File: src/rtl/galaksija_ram_arbiter.sv
// Single-port main RAM arbiter: CPU has priority, DMA takes idle slots or a forced slot when starved.
// Optional ARB_ROM_PROTECT_EN: suppress writes at or below ROM_TOP for either owner.
module galaksija_ram_arbiter #(
    parameter int                ADDR_W     = 16,
    parameter int                DATA_W     = 8,
    parameter int                STARVE_MAX = 8,
    parameter logic [ADDR_W-1:0] ROM_TOP    = 16'h1FFF
) (
    input  logic              clk,
    input  logic              reset_n,
    input  logic              cpu_rd,
    input  logic              cpu_wr,
    input  logic [ADDR_W-1:0] cpu_addr,
    input  logic [DATA_W-1:0] cpu_wdata,
    output logic [DATA_W-1:0] cpu_rdata,
    output logic              cpu_wait_n,
    input  logic              dma_req,
    input  logic              dma_we,
    input  logic [ADDR_W-1:0] dma_addr,
    input  logic [DATA_W-1:0] dma_wdata,
    output logic              dma_ack,
    output logic [DATA_W-1:0] dma_rdata,
    output logic              dma_rvalid,
    output logic [ADDR_W-1:0] ram_addr,
    output logic              ram_we,
    output logic [DATA_W-1:0] ram_wdata,
    input  logic [DATA_W-1:0] ram_rdata
);

    localparam int                CNT_W      = $clog2(STARVE_MAX + 1);
    localparam logic [CNT_W-1:0] STARVE_LIM = CNT_W'(STARVE_MAX);

`ifdef ARB_ROM_PROTECT_EN
    localparam bit ROM_PROTECT = 1'b1;
`else
    localparam bit ROM_PROTECT = 1'b0;
`endif

    typedef enum logic {
        ST_NORMAL,
        ST_FORCE
    } state_t;

    state_t             state_q, state_d;
    logic [CNT_W-1:0]   starve_q, starve_d;
    logic               rvalid_q, rvalid_d;
    logic [DATA_W-1:0]  rdata_q, rdata_d;

    logic               cpuStrobe;
    logic               forceSlot;
    logic               dmaOwn;
    logic               ownerWe;

    // Slot ownership and RAM mux; reset hands the slot to the CPU without side effects
    always_comb begin
        cpuStrobe  = cpu_rd | cpu_wr;
        forceSlot  = (state_q == ST_FORCE);
        dmaOwn     = reset_n & dma_req & (forceSlot | ~cpuStrobe);

        ram_addr   = cpu_addr;
        ownerWe    = cpu_wr;
        ram_wdata  = cpu_wdata;
        if (dmaOwn) begin
            ram_addr  = dma_addr;
            ownerWe   = dma_we;
            ram_wdata = dma_wdata;
        end
        ram_we     = ownerWe & ~(ROM_PROTECT & (ram_addr <= ROM_TOP));

        dma_ack    = dmaOwn;
        cpu_wait_n = ~(forceSlot & dmaOwn & cpuStrobe);
        cpu_rdata  = ram_rdata;
        dma_rvalid = rvalid_q;
        dma_rdata  = rvalid_q ? ram_rdata : rdata_q;
    end

    // Starvation tracking: a slot is forced once the DMA has waited STARVE_MAX cycles
    always_comb begin
        starve_d = starve_q;
        state_d  = state_q;
        rvalid_d = dmaOwn & ~dma_we;
        rdata_d  = rvalid_q ? ram_rdata : rdata_q;

        if (!dma_req || dmaOwn) begin
            starve_d = '0;
        end else if (starve_q != STARVE_LIM) begin
            starve_d = starve_q + CNT_W'(1);
        end

        case (state_q)
            ST_NORMAL: if (starve_d == STARVE_LIM) state_d = ST_FORCE;
            ST_FORCE:  state_d = ST_NORMAL;
            default:   state_d = ST_NORMAL;
        endcase
    end

    always_ff @(posedge clk) begin
        if (!reset_n) begin
            state_q  <= ST_NORMAL;
            starve_q <= '0;
            rvalid_q <= 1'b0;
            rdata_q  <= '0;
        end else begin
            state_q  <= state_d;
            starve_q <= starve_d;
            rvalid_q <= rvalid_d;
            rdata_q  <= rdata_d;
        end
    end

endmodule

File: config.mk
export PLATFORM = sky130hd
export DESIGN_NAME = galaksija_ram_arbiter
export DESIGN_NICKNAME = d
export VERILOG_FILES = /design/src/rtl/galaksija_ram_arbiter.sv
export SDC_FILE = /design/constraint.sdc
export NUM_CORES = 1
export LEC_CHECK = 0
export CAP_MARGIN = 20
export CORE_UTILIZATION = 55
export DETAILED_ROUTE_END_ITERATION = 8
export DONT_BUFFER_PORTS = 1
export HOLD_SLACK_MARGIN = 0.02
export PLACE_DENSITY = 0.81
export SLEW_MARGIN = 30
export SYNTH_ARGS = -nofsm -noshare
export SYNTH_HDL_FRONTEND = slang
export SYNTH_SLANG_ARGS = --single-unit
export TNS_END_PERCENT = 30
File: constraint.sdc
create_clock -name clk -period 1.1 [get_ports clk]
set_input_delay 0.11 -clock clk [delete_from_list [all_inputs] [get_ports clk]]
set_output_delay 0.11 -clock clk [all_outputs]
set_load 0.02 [all_outputs]
* Word-level counts from Yosys, hierarchy flattened
Cells that the tools add are included.
Storage, ports and cells: register bits after elaboration 14, output and inout bits 44, word-level logic and storage cells 28
Cells by class: $add $sub $neg 1, equality and inequality tests 2, mux-type cells 8, bitwise operators 11, reduce and logical (&&, ||, !) cells 2
Operator list (count):
- 16-bit two-way mux | 1
- 8-bit two-way mux | 2
- 4-bit two-way mux | 2
- 1-bit AND | 5
- 4-bit by 1-bit adder with 4-bit output (second input constant) | 1
- 4-bit equality test (second input constant) | 1
- 4-bit inequality test (second input constant) | 1
- 1-bit inverter | 4
- 1-bit two-way mux | 2
- 1-bit OR | 2
- 1-bit one-hot mux with 2 select lines | 1
- 1-bit logical NOT | 1
- 1-bit logical OR | 1

* Longest topological paths before layout
depth in word-level cells 9, gate-level depth with buffers 5, depth with buffers taken out 5

* Worst setup path after synthesis
No wires, ideal clock.
kind reg2reg, start point register rvalid_q, in the netlist dma_rvalid, end point register rdata_q[0], library setup time 0.115 ns, data arrival time 1.323 ns, required time 0.985 ns, setup slack -0.338 ns, cell stages (with the launch flop) 4, cells stage by stage dfxtp_1 clkbuf_1 mux2_2 and2_1
On the way: cells in the longest elaborated chain, start to end 1
RTL lines:
- start: declaration | line 46 | logic rvalid_q, rvalid_d;
- start signal: assignment | line 106 | rvalid_q <= rvalid_d;
- 8-bit two-way mux
- via dma_rdata[0] | line 22 | output logic [DATA_W-1:0] dma_rdata,
- end signal: assignment | line 107 | rdata_q <= rdata_d;
- end: declaration | line 47 | logic [DATA_W-1:0] rdata_q, rdata_d;
The timed path passes the listed nets, and every way through them passes these cells. A chain may end at the register's enable or synchronous reset.

* Final worst setup path
start point register state_q, in the netlist forceSlot, end point output port ram_wdata[5]
On the way: cells in the longest elaborated chain, start to end 3
RTL lines:
- start: declaration | line 44 | state_t state_q, state_d;
- start signal: assignment | line 104 | state_q <= state_d;
- 1-bit OR | line 58 | dmaOwn = reset_n & dma_req & (forceSlot | ~cpuStrobe);
- 1-bit AND | line 58
- 8-bit two-way mux | line 63 | if (dmaOwn) begin
- end: declaration | line 26 | output logic [DATA_W-1:0] ram_wdata,
No other way between the ends.

==> results.md <==
* Syn_nets at roughly 160
* 1st-iter DRT viols at 9
* Largest stage delay on the critical path at 0.36 ns
* Mapped Area at roughly 1000 um^2
* Cell Pwr Density at slightly above 800 nW/um^2
* Global-route wire length before repair at around 4100 um
* Tightest Pin Transition at just over 0.3 ns
* All-layer global routing usage at 0.300
* Status: complete, but fails checks
* Compound-Gate Fraction of Synth Area at 0.0253
* Io pins at around 110
* Distinct cells, synth at 26
* Worst min-delay path class: in -> reg
* Placed cells at 126
* DRC viols at 0
* Worst Clk Skew at 0.0100 ns
* Register area at around 290 um^2
* Leak pwr at ~0.66 nW
* Register area share after synthesis at 0.270
* Clk_lat worst skew at between 0.2 and 0.3 ns
* Count of state elements after synthesis at 14
* Clock power share at 0.265
* Largest net degree at the start of global routing at 14
* Syn Area/Cell at around 11 um^2
* Die ar. at between 2000 and 2500 um^2
* Synth-to-Final Area Change at 37.2%
* Initial antenna violation count at 0
* CTS Buffer Depth at 2
* TritonCTS buffer count at 3
* Port bufs at 0
* Nets at 174
* CTS tree: built
* RD Place Congestion at between 0.7 and 0.8
* Grt total ovfl at 0
* Final setup violation count at 37
* Synth Area in Adders at 0.0241
* Die Y at roughly 45 um
* Vias at slightly above 800
* FILL cells at around 100
* Initial core utilization at 0.594
* Comb pwr share at 0.291
* Hold slack at roughly 0.11 ns
* Crit path DAT at 1.40 ns
* Type of the worst setup path: reg -> out
* Crit path max fanout at 13
* Final Hold Vio Count at 0
* Router iterations before antenna repair at 3
* Fmax at roughly 660 MHz
* CP Launch Type: flip-flop
* Root Driver: clkbuf_4
* Max-slew headroom at 0.797
* Number of nets still failing antenna checks after routing at 0
* Sw Ratio at 0.297
* Post-Synth Simple-Gate Area at 0.123
* Synth Area in XOR/XNOR at 0.00844
* Mapped Cells at 95
* Critical Path, Cell by Cell: o21bai_4 > buf_12 > mux2_4
* Slew Limit Fails at 0
* Site row count at 15
* VDD IR-drop max at about 0.6 mV
* Final worst setup slack at -0.412 ns
* Post-synthesis mux area share at 0.433
* Post-route minimum period at around 1.5 ns
* CP max stage cell: dfxtp_4
* CTS HTree Levels at 1
* CP Capture Type: output port
* P_sw at around 0.00034 W
* TritonCTS Sinks at 14
* Syn. warnings at 0
* Area of the multi-input gates at ~770 um^2
* Final non-filler cell total at approximately 140
* Die W at 45.4 um
* RSZ-0062 raised after global routing: yes
* Maxcap violations at 0
* Wire length per cell at roughly 23 um
* Required time of the critical path at between 0.9 and 1 ns
* Post-DP HPWL at approximately 1900 um
* Final WL at a little over 3000 um
* Vias in the first global route at 871
* Failing checks: setup timing
* Period utilization at 1.37
* Largest family of logic cells by synthesized area: multiplexers
* Pint at about 0.00082 W
* Share of layout cells above drive strength 1 at 0.624
* Sequential share of power at 0.444
* Clock transition at the registers of the reported paths at 0.09 ns
* Vias/cell at ~6.0
* Core Footprint at between 1500 and 2000 um^2
[metal layers]
layer / GRT usage / vias to the layer above / part of all wire
met5: 0 / - / 0
met4: 0.212 / 0 / 0.039
met3: 0.0992 / 12 / 0.078
met2: 0.546 / 60 / 0.55
met1: 0.275 / 396 / 0.33
li1: - / 347 / -
[timing repair]
item                       CTS  global route
setup endpoints to repair   37            38
buffers inserted             3             0
resized for setup           23             8
pin swaps                    1             2
hold buffers                 2             0
hold endpoints to repair     9             0
gates cloned                 2             0
[synthesized netlist by cell type]
| master | count | area (um^2) |
|---|---|---|
| a31oi_1 | 1 | 6.26 |
| nand2_2 | 1 | 6.26 |
| a211oi_1 | 1 | 7.51 |
| mux2i_1 | 1 | 10.0 |
| o21bai_1 | 1 | 7.51 |
| mux2_4 | 18 | 270 |
| or3_1 | 1 | 6.26 |
| nor4_1 | 1 | 6.26 |
| nor2_1 | 6 | 22.5 |
| a21oi_1 | 1 | 5.00 |
| and3_1 | 1 | 6.26 |
| nand3_1 | 1 | 5.00 |
| ha_1 | 2 | 25.0 |
| nand2_1 | 1 | 3.75 |
| nor2b_1 | 1 | 6.26 |
| and2_1 | 8 | 50.1 |
| nor3_1 | 1 | 5.00 |
| nor4bb_1 | 1 | 10.0 |
| xor2_1 | 1 | 8.76 |
| buf_6 | 2 | 22.5 |
| inv_1 | 5 | 18.8 |
| buf_4 | 8 | 60.1 |
| buf_8 | 1 | 15.0 |
| mux2_2 | 15 | 169 |
| clkbuf_1 | 1 | 3.75 |
| dfxtp_1 | 14 | 280 |
[flip-flops by register name (all words and copies together), names as in the netlist]
name        flops
rdata_q         8
starve_q        4
dma_rvalid      1
forceSlot       1
[per-stage QoR]
| step | setup WS [ns] | power (W) | area, um^2 | TNS (ns) | util |
|---|---|---|---|---|---|
| 3_5_place_dp | -0.271 | 0.000817 | 1240 | -2.55 | 0.710 |
| 3_3_place_gp | -0.115 | 0.000810 | 1240 | -1.98 | 0.710 |
| 2_1_floorplan | -0.0964 | 0.000811 | 1100 | -1.92 | - |
| 5_1_grt | -0.447 | 0.00121 | 1420 | -13.82 | 0.814 |
| 4_1_cts | -0.437 | 0.00116 | 1460 | -13.09 | 0.834 |
| 6_report | -0.412 | 0.00116 | 1420 | -12.39 | 0.815 |
[critical path: cells and delay by family, from the launching register on]
family          cells  cell delay [ns]
mux                 1             0.35
compound gates      1             0.21
buf+inv             1             0.19
flops               1             0.36
[power groups by stage]
stage	Clock, W	Combinational (W)	Sequential [W]
2_1_floorplan	0	0.000283	0.000528
3_3_place_gp	0	0.000282	0.000528
3_5_place_dp	0	0.000288	0.000529
4_1_cts	0.000307	0.000340	0.000517
5_1_grt	0.000339	0.000352	0.000516
6_report	0.000307	0.000338	0.000516
[path summary, 6_finish.rpt]
| path | from | end | slack, ns | cells past startpoint |
|---|---|---|---|---|
| worst min register to register | rdata_q[0] | rdata_q[0] | 0.60 | 2 |
| worst max-delay path | forceSlot | ram_wdata[5] | -0.41 | 3 |
| worst max register to register | starve_q[0] | forceSlot | -0.25 | 5 |
| worst min-delay path | ram_rdata[4] | rdata_q[4] | 0.11 | 2 |
[kinds of logic after synthesis]
family	Yosys count
simple gates	23
flops	14
buf+inv	17
xor+xnor	1
fa+ha+maj	2
mux	34
compound gates	4
[layout by cell type (no fill, tap or decap)]
master / count
a211oi_2: 1
a21oi_2: 1
a31oi_1: 1
and2_1: 8
and3_1: 1
buf_12: 8
buf_4: 8
buf_6: 3
buf_8: 1
clkbuf_1: 1
clkbuf_4: 3
dfxtp_1: 11
dfxtp_2: 1
dfxtp_4: 2
diode_2: 1
dlygate4sd3_1: 2
ha_4: 2
inv_1: 5
mux2_4: 33
mux2i_1: 1
nand2_1: 1
nand2_2: 1
nand3_1: 1
nor2_1: 6
nor2b_1: 1
nor3_2: 1
nor4_1: 1
nor4bb_4: 1
o21bai_4: 1
or3_1: 1
xor2_2: 1
[cell type report]
type	instances	area share
Antenna cell	1	0.00176
Sequential cell	14	0.203
Clock buffer	4	0.0185
Inverter	5	0.0132
Timing Repair Buffer	22	0.203
Tap cell	25	0.0220
Multi-Input combinational cell	64	0.538
Power figures use the tool's default switching activity.
